`config.mk`:
```
export PLATFORM = sky130hd
export DESIGN_NAME = can_mem_arbiter
export DESIGN_NICKNAME = d
export VERILOG_FILES = /design/src/rtl/can_mem_arbiter.sv
export SDC_FILE = /design/constraint.sdc
export NUM_CORES = 1
export LEC_CHECK = 0
export CAP_MARGIN = 20
export CORE_ASPECT_RATIO = 1.75
export CORE_MARGIN = 2
export CORE_UTILIZATION = 40
export CTS_CLUSTER_DIAMETER = 40
export DETAILED_ROUTE_END_ITERATION = 7
export PLACE_DENSITY = 0.78
export SLEW_MARGIN = 10
export SYNTH_ARGS = -nofsm -noshare
export SYNTH_HDL_FRONTEND = slang
export SYNTH_SLANG_ARGS = --single-unit
```
`constraint.sdc`:
```
create_clock -name clk -period 1.5 [get_ports clk]
set_input_delay 0.45 -clock clk [delete_from_list [all_inputs] [get_ports clk]]
set_output_delay 0.45 -clock clk [all_outputs]
set_load 0.02 [all_outputs]
```
`src/rtl/can_mem_arbiter.sv`:
```
// Shares the 256x8 read/write/CAM memory between the host interface and the CAN core.
// Each access runs IDLE -> ISSUE -> CAPTURE, with req/gnt/done handshakes per requester.
module can_mem_arbiter #(
  parameter bit RR = 1'b1,
  parameter int AW = 8,
  parameter int DW = 8
) (
  input  logic          clk,
  input  logic          rst_n,
  input  logic          h_req,
  input  logic [1:0]    h_op,
  input  logic [AW-1:0] h_addr,
  input  logic [DW-1:0] h_wdata,
  output logic          h_gnt,
  output logic          h_done,
  output logic [DW-1:0] h_rdata,
  input  logic          c_req,
  input  logic [1:0]    c_op,
  input  logic [AW-1:0] c_addr,
  input  logic [DW-1:0] c_wdata,
  output logic          c_gnt,
  output logic          c_done,
  output logic [DW-1:0] c_rdata,
  output logic          mem_rw,
  output logic          mem_search,
  output logic [AW-1:0] mem_addr,
  output logic [DW-1:0] mem_din,
  input  logic [DW-1:0] mem_dout
);

  localparam logic [1:0] OP_RD   = 2'b00;
  localparam logic [1:0] OP_WR   = 2'b01;
  localparam logic [1:0] OP_SRCH = 2'b10;
  localparam logic [1:0] OP_RSV  = 2'b11;

  typedef enum logic [1:0] {S_IDLE, S_ISSUE, S_CAPTURE} state_t;

  state_t        state_q, state_d;
  logic          win_c_q, win_c_d;
  logic          last_c_q, last_c_d;
  logic [1:0]    op_q, op_d;
  logic [AW-1:0] addr_q, addr_d;
  logic [DW-1:0] din_q, din_d;
  logic          h_gnt_q, h_gnt_d, c_gnt_q, c_gnt_d;
  logic          h_done_q, h_done_d, c_done_q, c_done_d;
  logic [DW-1:0] h_rdata_q, h_rdata_d, c_rdata_q, c_rdata_d;
  logic          pick_c;
  logic [DW-1:0] cap_data;

  always_ff @(posedge clk or negedge rst_n) begin
    if (!rst_n) begin
      state_q   <= S_IDLE;
      win_c_q   <= 1'b0;
      last_c_q  <= 1'b0;
      op_q      <= OP_RD;
      addr_q    <= '0;
      din_q     <= '0;
      h_gnt_q   <= 1'b0;
      c_gnt_q   <= 1'b0;
      h_done_q  <= 1'b0;
      c_done_q  <= 1'b0;
      h_rdata_q <= '0;
      c_rdata_q <= '0;
    end else begin
      state_q   <= state_d;
      win_c_q   <= win_c_d;
      last_c_q  <= last_c_d;
      op_q      <= op_d;
      addr_q    <= addr_d;
      din_q     <= din_d;
      h_gnt_q   <= h_gnt_d;
      c_gnt_q   <= c_gnt_d;
      h_done_q  <= h_done_d;
      c_done_q  <= c_done_d;
      h_rdata_q <= h_rdata_d;
      c_rdata_q <= c_rdata_d;
    end
  end

  always_comb begin
    state_d   = state_q;
    win_c_d   = win_c_q;
    last_c_d  = last_c_q;
    op_d      = op_q;
    addr_d    = addr_q;
    din_d     = din_q;
    h_gnt_d   = 1'b0;
    c_gnt_d   = 1'b0;
    h_done_d  = 1'b0;
    c_done_d  = 1'b0;
    h_rdata_d = h_rdata_q;
    c_rdata_d = c_rdata_q;
    pick_c    = 1'b0;
    cap_data  = '0;
    unique case (state_q)
      S_IDLE: begin
        if (h_req || c_req) begin
          // On a tie, round-robin favours whoever did not win last; otherwise CAN wins.
          pick_c   = c_req && (!h_req || !RR || !last_c_q);
          win_c_d  = pick_c;
          last_c_d = pick_c;
          op_d     = pick_c ? c_op    : h_op;
          addr_d   = pick_c ? c_addr  : h_addr;
          din_d    = pick_c ? c_wdata : h_wdata;
          c_gnt_d  = pick_c;
          h_gnt_d  = !pick_c;
          state_d  = S_ISSUE;
        end
      end
      S_ISSUE: state_d = S_CAPTURE;
      S_CAPTURE: begin
        if (win_c_q) cap_data = c_rdata_q;
        else         cap_data = h_rdata_q;
        if (op_q == OP_RD || op_q == OP_SRCH) cap_data = mem_dout;
        else if (op_q == OP_RSV)              cap_data = '0;
        if (win_c_q) begin
          c_rdata_d = cap_data;
          c_done_d  = 1'b1;
        end else begin
          h_rdata_d = cap_data;
          h_done_d  = 1'b1;
        end
        state_d = S_IDLE;
      end
      default: state_d = S_IDLE;
    endcase
  end

  // Memory strobes decode from the registered state, so an async reset idles them at once.
  assign mem_rw     = !((state_q == S_ISSUE) && (op_q == OP_WR));
  assign mem_search = (state_q == S_ISSUE) && (op_q == OP_SRCH);
  assign mem_addr   = addr_q;
  assign mem_din    = din_q;

  assign h_gnt   = h_gnt_q;
  assign c_gnt   = c_gnt_q;
  assign h_done  = h_done_q;
  assign c_done  = c_done_q;
  assign h_rdata = h_rdata_q;
  assign c_rdata = c_rdata_q;

endmodule

```
==> impl_results.md <==
* Post-synthesis sequential element count at 41
* Number of CTS-inserted buffers at 5
* Layout Utilization at 64.2%
* Power spent charging and discharging nets at 2.46 mW
* Overflow after GRT at 0
* Global router's overall resource usage at about 19%
* Clock tree from TritonCTS: built
* Area of combinational cells with multiple inputs at 768 µm²
* DR vias at 1,702
* Setup_tns at -90.8 ps
* Ratio of final minimum period to clock period at 106%
* Violations in the final reports: setup timing
* Pin count of the biggest net entering global routing at 18
* Biggest area contributors in the synthesized netlist: dfrtp_1 55%, a21oi_1 8.8%, a221o_1 4.8%
* Number of nets with antenna violations after detailed routing at 0
* Worst setup SP type: flop
* Top-level port count at 86
* Outcome: finished with violations
* Synthesized netlist cell count at 179
* Setup slack after layout at -90.8 ps
* Filler cells at between 400 and 500
* Final-report max-slew violation count at 0
* Static leakage at approximately 1.4 nW
* Detailed placer's ending HPWL at 3.65 mm
* Die footprint at about 5300 µm²
* Port buffer count at between 80 and 90
* Syn_nets at approximately 230
* Worst clock skew on the final layout at between 8 and 9 ps
* Final Critical Period at 1590 ps
* Worst-margin pin slew at between 300 and 400 ps
* Clk slew on worst S/H paths at around 80 ps
* Root Buffer: clkbuf_8
* CP max FO at 3
* Total area of sequential cells at 1030 µm²
* Vias in the first global route at about 1,700
* Number of diodes added for antenna fixing at 0
* Synth top area share at 54.8%
* Internal power contribution at ~3.5 mW
* Final setup violation count at 1
* CTS max path bufs at 2
* Tightest slew margin relative to the limit at between 70% and 80%
* Final weighted congestion in routability-driven placement at roughly 0.76
* Clock sink total at between 40 and 50
* Capturing element type of the critical path: output pin
* Detailed-route wire length per cell at roughly 14 µm
* Area delta synth->final at 57.2%
* RSZ-0062 raised after global routing: yes
* Crit path kind: flop to output pin
* Cell taking the most area after synthesis: dfrtp_1
* Number of rows created at floorplan at 33
* Wire length of the first global-routing pass at roughly 8 mm
* Post-CTS Hold Fix Bufs at 0
* Htree depth at 2
* DRT iter0 DRCs at 23
* Share of layout cells above drive strength 1 at between 10% and 20%
* Hold WC Path Type: input pin to async pin
* Width of the die at between 50 and 60 µm
* Die Span Y at 94.5 µm
* Portion of total power attributed to sequential cells at between 30 and 40%
* Worst voltage drop across the vdd grid at between 1000 and 1500 µV
* Max_cap viols at 0
* Post-Syn Area at roughly 1900 µm²
* Initial core utilization at about two fifths
* Power density over the cells at ~2000 nW/µm²
* Yosys warning total at 0
* Area inside the core boundary at 4580 µm²
* Worst path arrival time at between 1000 and 1500 ps
* Sequential cell area fraction in the yosys report at between 50% and 60%
* Clk_lat worst skew at approximately 290 ps
* Mean cell area of the mapped netlist at 10.5 µm²
* DRC violations left at 0
* Synth unique cells at 23
* Drt first pass iters at 4
* Number of hold violations in the final report at 0
* Required time at the endpoint of the critical path at about 1100 ps
* Non-filler instance count after layout at about 340
* Max Fclk at approximately 630 MHz
* Share of total power in combinational logic at a little under three fifths
* Power, Total at 5.95 mW
* Clk network pwr share at between 10% and 20%
* Net Sw Frac at 41.3%
* Number of nets in the layout at 330
* Number of placed instances, taps included at 324
* Post-DR vias/cell at a little over 5
* Pre-CTS WS at -412 ps
* Number of antenna violations at the first check in global routing at 0
* Total Routed Length at about 4.8 mm
## state kept, by name, summed over array words and instances, names as in the netlist, 2 cells and up
signal / count
c_rdata: 8
op_q: 2
mem_din: 8
h_rdata: 8
mem_addr: 8
state_q: 2
## per-layer routing
metal	track usage, %	wire (µm)
met1	21.3	1740
met2	35.9	2720
met3	4.11	230
met4	7.32	76
met5	0	0
## Yosys cell counts
| library cell | instances |
|---|---|
| and3b_1 | 2 |
| buf_4 | 2 |
| nor3b_4 | 1 |
| a21o_1 | 1 |
| a31oi_1 | 9 |
| nor2_2 | 1 |
| clkbuf_1 | 2 |
| nor3_1 | 1 |
| buf_6 | 5 |
| mux2_2 | 8 |
| a21bo_2 | 1 |
| a21boi_1 | 1 |
| nor2b_1 | 10 |
| a221o_1 | 9 |
| and3_1 | 10 |
| nor2_1 | 16 |
| dfrtp_1 | 41 |
| nand2_1 | 19 |
| buf_2 | 4 |
| inv_2 | 1 |
| a21oi_1 | 33 |
| nand2_2 | 1 |
| or2_1 | 1 |
## final timing paths
check	depth (start not counted)	slack, ps	to	from
min in group clk	1	460	state_q[1]	state_q[1]
max in group asynchronous	2	990	c_rdata[6]	rst_n
max reg2reg	4	60	mem_addr[0]	state_q[0]
max	3	-90	mem_search	state_q[1]
min	1	60	mem_addr[1]	rst_n
min reg2reg	1	460	state_q[1]	state_q[1]
## what timing repair did
item,CTS,global route
endpoints found under the setup margin,56,24
pin swaps,1,3
gates resized for setup,52,7
buffers inserted,2,0
cloned,0,1
## power groups by stage
stage               Clock (mW)  Combinational [mW]  Sequential (mW)
CTS                      0.706                3.28             1.99
detailed placement           0                3.53             2.02
finish                   0.683                3.28             1.99
global placement             0                3.46             2.00
floorplan                    0                1.48             2.54
global route             0.743                3.57             2.06
## stage by stage
stage	hold slack, ps	cell area, µm²
after global placement	380	2850
after detailed placement	385	2850
final	64.0	2940
after CTS	64.9	2920
after floorplan	154	1870
after global routing	80.7	2940
## final cells by class
| type | count | area share, % |
|---|---|---|
| clock buffer | 6 | 2.47 |
| clock inverter | 2 | 0.340 |
| inverter | 1 | 0.128 |
| multi-input combinational | 125 | 26.1 |
| sequential | 41 | 34.9 |
| tap | 52 | 2.21 |
| timing repair buffer | 108 | 33.9 |
## cell usage in the layout, fill, tap and decap left out
| master | n |
|---|---|
| buf_6 | 2 |
| buf_4 | 22 |
| and3_2 | 1 |
| or2_4 | 1 |
| nand2_4 | 1 |
| dlygate4sd2_1 | 33 |
| a31oi_1 | 9 |
| inv_2 | 1 |
| buf_12 | 1 |
| clkdlybuf4s15_1 | 3 |
| mux2_2 | 8 |
| and3_4 | 1 |
| nor2b_1 | 8 |
| clkbuf_8 | 5 |
| dlymetal6s2s_1 | 2 |
| a21o_1 | 1 |
| and3b_1 | 2 |
| clkbuf_1 | 1 |
| a21oi_1 | 33 |
| nor3_1 | 1 |
| a21boi_1 | 1 |
| nand2_1 | 19 |
| clkinv_2 | 2 |
| dfrtp_1 | 41 |
| clkdlybuf4s50_1 | 44 |
| nor3b_4 | 1 |
| nor2_1 | 16 |
| buf_2 | 1 |
| nor2b_2 | 2 |
| a21bo_2 | 1 |
| nor2_2 | 1 |
| a221o_1 | 9 |
| and3_1 | 9 |
## kinds of logic after synthesis
family	after synthesis	synth area share, %
multiplexers	8	4.81
AND/OR/NAND/NOR	62	16.9
AO/OA/AOI/OAI	54	18.0
buffers and inverters	14	5.48
flip-flops	41	54.8
## worst max-delay path, cell delays in order, from the launching register on
cell	delay [ps]
dfrtp_1	390
nor2b_2	150
and3b_1	190
buf_6	120
Note: power is estimated with default switching activity, not from simulation.
